## src/rtl/dlx_pkg.sv

```systemverilog
// -----------------------------------------------------------------------------
// dlx_pkg : opcodes, redirect FSM states and sign-extension helpers for DLX.
// Revision: 1.0
// -----------------------------------------------------------------------------
`default_nettype none

package dlx_pkg;

  localparam logic [5:0] OP_BEQ  = 6'h04;
  localparam logic [5:0] OP_BNEZ = 6'h05;
  localparam logic [5:0] OP_J    = 6'h02;
  localparam logic [5:0] OP_JR   = 6'h12;

  // Helpers extend to MAX_W; callers truncate to their datapath width.
  localparam int MAX_W = 64;

  typedef enum logic [0:0] {
    ST_ACTIVE = 1'b0,
    ST_SHADOW = 1'b1
  } state_t;

  function automatic logic [MAX_W-1:0] sext16(input logic [15:0] v);
    return {{(MAX_W-16){v[15]}}, v};
  endfunction

  function automatic logic [MAX_W-1:0] sext26(input logic [25:0] v);
    return {{(MAX_W-26){v[25]}}, v};
  endfunction

endpackage

`default_nettype wire

```

## src/rtl/redirect_unit_if.sv

```systemverilog
// -----------------------------------------------------------------------------
// redirect_unit_if : EX/ID operands in, redirect/stall controls and counters out.
// Revision: 1.0
// -----------------------------------------------------------------------------
`default_nettype none

interface redirect_unit_if #(
  parameter int WIDTH = 32,
  parameter int CNT_W = 16
);
  logic             ex_branch;
  logic             ex_jump;
  logic             ex_jr;
  logic [5:0]       ex_opcode;
  logic [WIDTH-1:0] ex_rs_val;
  logic [WIDTH-1:0] ex_rt_val;
  logic [WIDTH-1:0] ex_pc_plus4;
  logic [15:0]      ex_imm16;
  logic [25:0]      ex_off26;
  logic             ex_mem_read;
  logic [4:0]       ex_rt;
  logic [4:0]       id_rs;
  logic [4:0]       id_rt;
  logic             id_uses_rt;

  logic             branchCheck;
  logic             JumpCheck;
  logic             JRCheck;
  logic [WIDTH-1:0] redirect_pc;
  logic             pc_hold;
  logic             ifid_hold;
  logic             id_bubble;
  logic [CNT_W-1:0] redirect_count;
  logic [CNT_W-1:0] stall_count;

  modport master (
    output ex_branch, ex_jump, ex_jr, ex_opcode, ex_rs_val, ex_rt_val,
           ex_pc_plus4, ex_imm16, ex_off26, ex_mem_read, ex_rt,
           id_rs, id_rt, id_uses_rt,
    input  branchCheck, JumpCheck, JRCheck, redirect_pc,
           pc_hold, ifid_hold, id_bubble, redirect_count, stall_count
  );

  modport slave (
    input  ex_branch, ex_jump, ex_jr, ex_opcode, ex_rs_val, ex_rt_val,
           ex_pc_plus4, ex_imm16, ex_off26, ex_mem_read, ex_rt,
           id_rs, id_rt, id_uses_rt,
    output branchCheck, JumpCheck, JRCheck, redirect_pc,
           pc_hold, ifid_hold, id_bubble, redirect_count, stall_count
  );
endinterface

`default_nettype wire

```

## src/rtl/redirect_unit_sat_counter.sv

```systemverilog
// -----------------------------------------------------------------------------
// sat_counter : up-counter that sticks at all-ones, async active-low clear.
// Revision: 1.0
// -----------------------------------------------------------------------------
`default_nettype none

module sat_counter #(
  parameter int W = 16
) (
  input  wire logic         clk,
  input  wire logic         rst_n,
  input  wire logic         en,
  output      logic [W-1:0] count
);
  always_ff @(posedge clk or negedge rst_n) begin
    if (!rst_n) begin
      count <= '0;
    end else if (en && (count != '1)) begin
      count <= count + 1'b1;
    end
  end
endmodule

`default_nettype wire

```

## src/rtl/redirect_unit.sv

```systemverilog
// -----------------------------------------------------------------------------
// redirect_unit : EX-stage branch/jump resolution, load-use stall and perf counters.
// Revision: 1.0
// -----------------------------------------------------------------------------
`default_nettype none

module redirect_unit
  import dlx_pkg::*;
#(
  parameter int WIDTH  = 32,
  parameter int SHADOW = 2,
  parameter int CNT_W  = 16
) (
  input wire logic        clk,
  input wire logic        rst_n,
  redirect_unit_if.slave  bus
);
  localparam int SH_W = (SHADOW < 2) ? 1 : $clog2(SHADOW + 1);

  state_t          state, state_nxt;
  logic [SH_W-1:0] sh_cnt, sh_cnt_nxt;

  logic             active;
  logic             taken;
  logic             jr_chk, j_chk, b_chk, redirect;
  logic             load_use, stall;
  logic [WIDTH-1:0] tgt_j, tgt_b, tgt;

  always_comb begin
    taken = 1'b0;
    case (bus.ex_opcode)
      OP_BEQ:  taken = (bus.ex_rs_val == bus.ex_rt_val);
      OP_BNEZ: taken = (bus.ex_rs_val != '0);
      default: taken = 1'b0;
    endcase
  end

  // Gating with rst_n keeps every output low while reset is held.
  assign active   = rst_n && (state == ST_ACTIVE);
  assign jr_chk   = active & bus.ex_jr;
  assign j_chk    = active & bus.ex_jump & ~bus.ex_jr;
  assign b_chk    = active & bus.ex_branch & ~bus.ex_jump & ~bus.ex_jr & taken;
  assign redirect = jr_chk | j_chk | b_chk;

  assign tgt_j = bus.ex_pc_plus4 + WIDTH'(sext26(bus.ex_off26));
  assign tgt_b = bus.ex_pc_plus4 + WIDTH'(sext16(bus.ex_imm16));

  always_comb begin
    tgt = '0;
    if (jr_chk)      tgt = bus.ex_rs_val;
    else if (j_chk)  tgt = tgt_j;
    else if (b_chk)  tgt = tgt_b;
  end

  assign load_use = bus.ex_mem_read && (bus.ex_rt != 5'd0) &&
                    ((bus.ex_rt == bus.id_rs) ||
                     (bus.id_uses_rt && (bus.ex_rt == bus.id_rt)));
  // A redirect flushes the ID instruction, so it never needs to stall.
  assign stall = load_use & ~redirect & active;

  assign bus.branchCheck = b_chk;
  assign bus.JumpCheck   = j_chk;
  assign bus.JRCheck     = jr_chk;
  assign bus.redirect_pc = tgt;
  assign bus.pc_hold     = stall;
  assign bus.ifid_hold   = stall;
  assign bus.id_bubble   = stall;

  always_ff @(posedge clk or negedge rst_n) begin
    if (!rst_n) begin
      state  <= ST_ACTIVE;
      sh_cnt <= '0;
    end else begin
      state  <= state_nxt;
      sh_cnt <= sh_cnt_nxt;
    end
  end

  // Counter holds the masked cycles remaining, including the current one.
  always_comb begin
    state_nxt  = state;
    sh_cnt_nxt = sh_cnt;
    case (state)
      ST_ACTIVE: begin
        if (redirect && (SHADOW > 0)) begin
          state_nxt  = ST_SHADOW;
          sh_cnt_nxt = SH_W'(SHADOW);
        end
      end
      ST_SHADOW: begin
        if (sh_cnt <= SH_W'(1)) begin
          state_nxt  = ST_ACTIVE;
          sh_cnt_nxt = '0;
        end else begin
          sh_cnt_nxt = sh_cnt - 1'b1;
        end
      end
      default: begin
        state_nxt  = ST_ACTIVE;
        sh_cnt_nxt = '0;
      end
    endcase
  end

  sat_counter #(.W(CNT_W)) u_redirect_cnt (
    .clk   (clk),
    .rst_n (rst_n),
    .en    (redirect),
    .count (bus.redirect_count)
  );

  sat_counter #(.W(CNT_W)) u_stall_cnt (
    .clk   (clk),
    .rst_n (rst_n),
    .en    (stall),
    .count (bus.stall_count)
  );

endmodule

`default_nettype wire

```

## src/flat_wrapper.sv

```systemverilog
// flat-port wrapper written by rule: the top's interface ports become plain ports
module redirect_unit_flat import dlx_pkg::*;
#(
  parameter int WIDTH  = 32,
  parameter int SHADOW = 2,
  parameter int CNT_W  = 16
)
  (clk, rst_n, bus_ex_branch, bus_ex_jump, bus_ex_jr, bus_ex_opcode, bus_ex_rs_val, bus_ex_rt_val, bus_ex_pc_plus4, bus_ex_imm16, bus_ex_off26, bus_ex_mem_read, bus_ex_rt, bus_id_rs, bus_id_rt, bus_id_uses_rt, bus_branchCheck, bus_JumpCheck, bus_JRCheck, bus_redirect_pc, bus_pc_hold, bus_ifid_hold, bus_id_bubble, bus_redirect_count, bus_stall_count);
  redirect_unit_if #(.WIDTH(WIDTH), .CNT_W(CNT_W)) bus_i ();
  input wire logic clk;
  input wire logic rst_n;
  input wire logic [$bits(bus_i.ex_branch)-1:0] bus_ex_branch;
  input wire logic [$bits(bus_i.ex_jump)-1:0] bus_ex_jump;
  input wire logic [$bits(bus_i.ex_jr)-1:0] bus_ex_jr;
  input wire logic [$bits(bus_i.ex_opcode)-1:0] bus_ex_opcode;
  input wire logic [$bits(bus_i.ex_rs_val)-1:0] bus_ex_rs_val;
  input wire logic [$bits(bus_i.ex_rt_val)-1:0] bus_ex_rt_val;
  input wire logic [$bits(bus_i.ex_pc_plus4)-1:0] bus_ex_pc_plus4;
  input wire logic [$bits(bus_i.ex_imm16)-1:0] bus_ex_imm16;
  input wire logic [$bits(bus_i.ex_off26)-1:0] bus_ex_off26;
  input wire logic [$bits(bus_i.ex_mem_read)-1:0] bus_ex_mem_read;
  input wire logic [$bits(bus_i.ex_rt)-1:0] bus_ex_rt;
  input wire logic [$bits(bus_i.id_rs)-1:0] bus_id_rs;
  input wire logic [$bits(bus_i.id_rt)-1:0] bus_id_rt;
  input wire logic [$bits(bus_i.id_uses_rt)-1:0] bus_id_uses_rt;
  output wire logic [$bits(bus_i.branchCheck)-1:0] bus_branchCheck;
  output wire logic [$bits(bus_i.JumpCheck)-1:0] bus_JumpCheck;
  output wire logic [$bits(bus_i.JRCheck)-1:0] bus_JRCheck;
  output wire logic [$bits(bus_i.redirect_pc)-1:0] bus_redirect_pc;
  output wire logic [$bits(bus_i.pc_hold)-1:0] bus_pc_hold;
  output wire logic [$bits(bus_i.ifid_hold)-1:0] bus_ifid_hold;
  output wire logic [$bits(bus_i.id_bubble)-1:0] bus_id_bubble;
  output wire logic [$bits(bus_i.redirect_count)-1:0] bus_redirect_count;
  output wire logic [$bits(bus_i.stall_count)-1:0] bus_stall_count;
  assign bus_i.ex_branch = bus_ex_branch;
  assign bus_i.ex_jump = bus_ex_jump;
  assign bus_i.ex_jr = bus_ex_jr;
  assign bus_i.ex_opcode = bus_ex_opcode;
  assign bus_i.ex_rs_val = bus_ex_rs_val;
  assign bus_i.ex_rt_val = bus_ex_rt_val;
  assign bus_i.ex_pc_plus4 = bus_ex_pc_plus4;
  assign bus_i.ex_imm16 = bus_ex_imm16;
  assign bus_i.ex_off26 = bus_ex_off26;
  assign bus_i.ex_mem_read = bus_ex_mem_read;
  assign bus_i.ex_rt = bus_ex_rt;
  assign bus_i.id_rs = bus_id_rs;
  assign bus_i.id_rt = bus_id_rt;
  assign bus_i.id_uses_rt = bus_id_uses_rt;
  assign bus_branchCheck = bus_i.branchCheck;
  assign bus_JumpCheck = bus_i.JumpCheck;
  assign bus_JRCheck = bus_i.JRCheck;
  assign bus_redirect_pc = bus_i.redirect_pc;
  assign bus_pc_hold = bus_i.pc_hold;
  assign bus_ifid_hold = bus_i.ifid_hold;
  assign bus_id_bubble = bus_i.id_bubble;
  assign bus_redirect_count = bus_i.redirect_count;
  assign bus_stall_count = bus_i.stall_count;
  redirect_unit #(.WIDTH(WIDTH), .SHADOW(SHADOW), .CNT_W(CNT_W)) u_core (.clk(clk), .rst_n(rst_n), .bus(bus_i));
endmodule
```

## config.mk

```make
export PLATFORM = sky130hd
export DESIGN_NAME = redirect_unit_flat
export DESIGN_NICKNAME = d
export VERILOG_FILES = /design/src/rtl/dlx_pkg.sv /design/src/rtl/redirect_unit_if.sv /design/src/rtl/redirect_unit_sat_counter.sv /design/src/rtl/redirect_unit.sv /design/src/flat_wrapper.sv
export SDC_FILE = /design/constraint.sdc
export NUM_CORES = 1
export LEC_CHECK = 0
export CAP_MARGIN = 30
export CORE_ASPECT_RATIO = 1.75
export CORE_MARGIN = 1.5
export CORE_UTILIZATION = 47
export DETAILED_ROUTE_END_ITERATION = 8
export DONT_BUFFER_PORTS = 1
export GPL_TIMING_DRIVEN = 0
export PLACE_DENSITY = 0.59
export SLEW_MARGIN = 10
export SYNTH_ARGS = -nofsm -noshare
export SYNTH_HDL_FRONTEND = slang
export SYNTH_SLANG_ARGS = --single-unit
export TNS_END_PERCENT = 50
```

## constraint.sdc

```tcl
create_clock -name clk -period 6.64 [get_ports clk]
set_input_delay 1.992 -clock clk [delete_from_list [all_inputs] [get_ports clk]]
set_output_delay 1.992 -clock clk [all_outputs]
set_load 0.01 [all_outputs]
```

==> out/qor.yml, run 1 <==
status: "complete, no violations"
yosysTopAreaCellShare_pct: 14.8
ys_ff_latch: 35
grt_max_degree: 38
drv_slew: 0
p_total_w: 0.00111
fin_util_pct: 51.7
antenna_found_initial: 0
grt_pass1_vias: 6130
antenna_cells: 0
finalSetupViolCount: 0
crit_required_ns: 4.65
synth_area_sq_mm: 0.00592
yosysSeqAreaShare_pct: 14.8
die_area_sq_mm: 0.0133
p_int_w: 0.000642
netlist_instances: 752
start_util_pct: 47.9
cts_tree: "built"
cp.arrival_ns: 4.56
peakVddDrop_mv: 0.0824
fin_crit_sh_pct: 98.7
fp.dieH_microns: 151
nFillCells: 1266
dpl_cell_area_sq_mm: 0.00613
path_clk_slew_ns: 0.05
grt_usage_pct: 32.6
hpwlAfterDp_microns: 18400
maxCapViolCount: 0
worst_slew_pin_slew_ns: 0.788
drtIter0Drc: 232
place_ws_ns: -0.0263
fmax_ghz: 0.153
drc: 0
io-pin-count: 236
syn_to_final_growth_pct: 7.88
power_frac_seq_pct: 26.7
p_switching_w: 0.000465
final_cell_area_sq_mm: 0.00639
avgSynthCellArea_sq_um: 7.87
core-area_sq_mm: 0.0124
clockBufferDepth: 2
async_reset_ff_share_pct: 100
cts.sinks: 35
synth.top_cells.by_count: "xor2_1, ha_1, nand2_1, nor2_1, xnor2_1"
yosys.area.top_type: "dfrtp_1"
avgRoutedWirePerCell_microns: 23.9
clkLatencyLatePin_ns: 0.28
synth_nets: 984
yosysMostFrequentCell: "xor2_1"
setup.worst_path.class: "in -> out"
power_density_mw_per_mm2: 173
chipWidth_microns: 87.8
layout.nets: 991
hold_class: "reg -> reg"
finalHoldViolCount: 0
drtAntennaViolNets: 0
cp_max_fo: 6
start_kind: "primary input"
ys_warn_count: 0
pwr-share-comb_pct: 48.4
synth_ff_type: "dfrtp_1"
layout_setup_ws_ns: 0.0880
placementRows: 54
place_congestion: 0.941
power.share.clock_pct: 25.0
grt_overflow: 0
synth_edf_count: 0
via_per_inst: 6.55
synth_area_leaders: "dfrtp_1, ha_1, xor2_1"
cts_root_buffer: "clkbuf_16"
end_kind: "output pin"
cts_buffers: 5
fin_worst_skew_ns: 0.00210
port_buffers: 0
swShare_pct: 42.0
ys_types: 73
htree_levels: 2
num_vias: 6074
min_period_ns: 6.55
p_leak_nw: 2.74
dr.pass1.iters: 6
routed_wl_microns: 22200
grt_first_pass_wirelength_microns: 32600
drive_above_1_share_pct: 6.18
slew-limit-headroom_pct: 47.0
power by group through the flow:
stage	Sequential, W	Combinational [W]	Clock, W
3_3_place_gp	0.000296	0.000510	0
5_1_grt	0.000301	0.000588	0.000290
4_1_cts	0.000295	0.000522	0.000279
2_1_floorplan	0.000287	0.000402	0
6_report	0.000295	0.000535	0.000276
3_5_place_dp	0.000299	0.000517	0
placed cells by master, fill, tap and decap left out, types with 6 or more instances in the layout:
cell type  instances
a211oi_1           7
a21o_1            29
a21oi_1           47
a221o_1            9
a221oi_1           7
a22oi_1           11
and2_1            10
and3_1            12
and4_1             6
clkbuf_1          12
dfrtp_1           35
ha_1              63
inv_1             25
nand2_1           54
nand2b_1          10
nand3_1           28
nand4_1           16
nor2_1            51
nor2b_1            9
nor3_1            16
nor4_1            17
o211ai_1           8
o21a_1             7
o21ai_0           32
o21ai_1           16
or3_1              7
xnor2_1           52
xor2_1            67
layer usage:
layer  track usage (%)  wire (microns)
met3              6.99            1860
met1              33.0            7610
met5                 0               6
met2              58.8           11300
met4              21.1            1350
final timing paths:
check | from | endpoint | slack, ns | cells past startpoint
worst max-delay path | bus_ex_imm16[13] | bus_redirect_pc[26] | 0.09 | 10
worst min-delay path | u_core.sh_cnt[0] | u_core.sh_cnt[0] | 0.49 | 1
worst max register to register | u_core.state | u_core.u_stall_cnt.count[10] | 3.84 | 9
worst min register to register | u_core.sh_cnt[0] | u_core.sh_cnt[0] | 0.49 | 1
max in group asynchronous | rst_n | u_core.u_stall_cnt.count[6] | 5.14 | 0
min in group asynchronous | rst_n | u_core.u_redirect_cnt.count[5] | 1.40 | 0
stage by stage:
stage	cells	hold WS, ns	setup TNS (ns)
after global placement	920	0.463	-0.0328
after floorplan	752	0.451	0
after global routing	928	0.529	-0.00166
after CTS	928	0.489	0
after detailed placement	920	0.478	-0.0705
final	928	0.488	0
cell type report:
type | count | area [sq um] | share of cell area (%)
inverter | 27 | 101 | 1.59
tap | 168 | 210 | 3.29
clock inverter | 2 | 35.0 | 0.548
clock buffer | 6 | 139 | 2.17
multi-input combinational | 672 | 4940 | 77.4
sequential | 35 | 876 | 13.7
buffer | 18 | 85.1 | 1.33
critical path: stages:
cell,delay [ns]
ha_1,0.36
a2111oi_2,0.31
o21ai_1,0.12
o21a_1,0.15
a221o_1,0.35
o21ai_2,0.25
nand3_2,0.16
a211oi_1,0.30
xor2_1,0.30
o221ai_1,0.26
sequential cells by signal (all words and copies together), names as in the netlist:
register                     count
u_core.u_redirect_cnt.count     16
u_core.u_stall_cnt.count        16
u_core.sh_cnt                    2
u_core.state                     1
logic make-up (layout without fill, tap and decap cells):
group,after synthesis,count (layout),share of synthesized area [%]
AOI/OAI and AO/OA,226,226,26.6
xor gates and xnor gates,119,119,17.6
muxes,5,5,0.951
and+or+nand+nor,256,256,22.7
DFF,35,35,14.8
buffers and inverters,45,53,3.11
adders and majority gates,66,66,14.2
what timing repair did:
item                                    4_1_cts  5_1_grt
endpoints found under the setup margin        4        7
hold buffers                                  0        0
pin swaps                                     0        5
buffers inserted                              0        0
endpoints found under the hold margin         0        0
resized for setup                             3       13
Note: power is estimated with default switching activity, not from simulation.
==> run 2, diff against run 1 <==
--- a/config.mk
+++ b/config.mk
@@ -9,10 +9,11 @@
 export CORE_ASPECT_RATIO = 1.75
 export CORE_MARGIN = 1.5
 export CORE_UTILIZATION = 47
+export CTS_BUF_LIST = sky130_fd_sc_hd__clkbuf_8
 export DETAILED_ROUTE_END_ITERATION = 8
 export DONT_BUFFER_PORTS = 1
 export GPL_TIMING_DRIVEN = 0
-export PLACE_DENSITY = 0.59
+export PLACE_DENSITY = 0.61
 export SLEW_MARGIN = 10
 export SYNTH_ARGS = -nofsm -noshare
 export SYNTH_HDL_FRONTEND = slang
==> constraint.sdc (replaced) <==
create_clock -name clk -period 5.9 [get_ports clk]
set_input_delay 1.77 -clock clk [delete_from_list [all_inputs] [get_ports clk]]
set_output_delay 1.77 -clock clk [all_outputs]
set_load 0.01 [all_outputs]
==> out/qor.yml, run 2 (synthesis gave the netlist of run 1 again) <==
status: "complete, but fails checks"
violations: "setup timing"
peakVddDrop_mv: 0.114
cts_root_buffer: "clkbuf_8"
p_leak_nw: 2.86
final_cell_area_sq_mm: 0.00682
drc: 0
drive_above_1_share_pct: 14.9
layout.nets: 1012
path_cells: "ha_2 -> fa_2 -> a21oi_1 -> nand4b_1 -> a21oi_2 -> nor2_4 -> o31ai_4 -> a311o_1 -> nand2_1 -> or4_1 -> o2111ai_2"
cp.arrival_ns: 4.16
pwr-share-comb_pct: 53.9
place_congestion: 0.915
htree_levels: 2
finalHoldViolCount: 0
power_density_mw_per_mm2: 181
num_vias: 6138
power.share.clock_pct: 19.3
die_area_sq_mm: 0.0133
mostFrequentLayoutCells: "xor2_1, nand2_1, ha_1"
slew-limit-headroom_pct: 44.2
grt_pass1_vias: 6354
core-area_sq_mm: 0.0124
dr.pass1.iters: 6
avgRoutedWirePerCell_microns: 24.1
start_kind: "primary input"
drtIter0Drc: 333
clkLatencyLatePin_ns: 0.31
crit_required_ns: 4.13
ff2ff_path_depth: 9
clockBufferDepth: 2
grt_usage_pct: 33.0
path_delay_family: "compound AO/OA/AOI/OAI gates"
placementRows: 54
whs_ns: 0.504
p_int_w: 0.000681
startpoint: "bus_ex_off26[0]"
reg_top3: "u_core.u_redirect_cnt.count (16), u_core.u_stall_cnt.count (16), u_core.sh_cnt (2)"
grt_overflow: 0
setup.worst_path.class: "in -> out"
cp_max_fo: 4
via_per_inst: 6.47
routed_wl_microns: 22800
min_from: "u_core.sh_cnt[1]"
start_util_pct: 47.9
p_switching_w: 0.000550
fin_util_pct: 55.1
drv_slew: 0
fp.dieH_microns: 151
p_total_w: 0.00123
cts_buffers: 5
antenna_found_initial: 0
worstSetupEndpoint: "bus_redirect_pc[30]"
layout_commonest_cell: "xor2_1"
power_frac_seq_pct: 26.9
grt_first_pass_wirelength_microns: 33100
hpwlAfterDp_microns: 18600
fin_crit_sh_pct: 101
io-pin-count: 236
rsz0062_at_grt: "true"
cts_tree: "built"
critical_path_buf_inv_count: 0
maxCapViolCount: 0
drtAntennaViolNets: 0
syn_to_final_growth_pct: 15.1
rrSetupSlack_ns: 3.04
chipWidth_microns: 87.8
nFillCells: 1206
critPathMaxStageDelay_ns: 0.50
r2r_start: "u_core.state"
finalSetupViolCount: 1
cts.sinks: 35
timing.rr.end: "u_core.u_stall_cnt.count[10]"
port_buffers: 0
worst_slew_pin_slew_ns: 0.838
antenna_cells: 0
swShare_pct: 44.7
fin_tns_setup_ns: -0.0297
min_period_ns: 5.93
fmax_ghz: 0.169
dpl_cell_area_sq_mm: 0.00613
path_depth: 11
fin_worst_skew_ns: 0.0102
grt_max_degree: 38
end_kind: "output pin"
hold_buffers: 0
hold_class: "reg -> reg"
crit_slowest_cell: "or4_1"
layout_setup_ws_ns: -0.0297
path_clk_slew_ns: 0.07
## run 2: how the worst min path moves through the flow
| stage | to | cells after the start |
|---|---|---|
| after detailed placement | u_core.state | 2 |
| final | u_core.state | 2 |
| after global routing | u_core.state | 2 |
| after floorplan | u_core.sh_cnt[0] | 1 |
| after global placement | u_core.state | 2 |
| after CTS | u_core.state | 2 |
## run 2: timing repair
item,CTS,global route
pin swaps,12,31
setup endpoints to repair,25,30
gates cloned,0,0
setup buffers,4,17
gates resized for setup,40,42
## run 2: power groups by stage
stage | Clock, W | Sequential, W | Combinational (W)
after global routing | 0.000244 | 0.000338 | 0.000723
final | 0.000237 | 0.000331 | 0.000663
after detailed placement | 0 | 0.000335 | 0.000582
after floorplan | 0 | 0.000323 | 0.000453
after CTS | 0.000235 | 0.000330 | 0.000613
after global placement | 0 | 0.000333 | 0.000576
## run 2: layout make-up
class | instances | area [sq um] | share of cell area [%]
well taps | 168 | 210 | 3.08
clock buffers | 6 | 82.6 | 1.21
multi-input cells | 672 | 5260 | 77.1
repair buffers | 21 | 158 | 2.31
clock inverters | 2 | 35.0 | 0.514
inverters | 27 | 104 | 1.52
flip-flops and latches | 35 | 876 | 12.8
plain buffers | 18 | 96.3 | 1.41
## run 2: metrics by stage
step / instances / worst slack, ns
after detailed placement: 920 / -0.321
after global placement: 920 / -0.367
after CTS: 932 / -0.0196
final: 949 / -0.0297
after global routing: 949 / -0.157
after floorplan: 752 / 0.176
## run 2: worst reg2reg max path, cell delays in order, from the launching register on
cell and delay (ns):
dfrtp_1 0.37, inv_1 0.08, nand2_1 0.12, nor2_1 0.08, nand2_1 0.41, nand2_1 0.32
nor4_2 0.72, buf_2 0.36, nand3_1 0.14, xnor2_1 0.16
## run 2: metal layers
layer  up-vias  GRT usage [%]  wire length (microns)
met5         -              0                      0
met4         0           17.0                   1040
met3        64           8.40                   1870
met2       292           62.9                  12300
met1      2904           31.5                   7670
li1       2878              -                      -
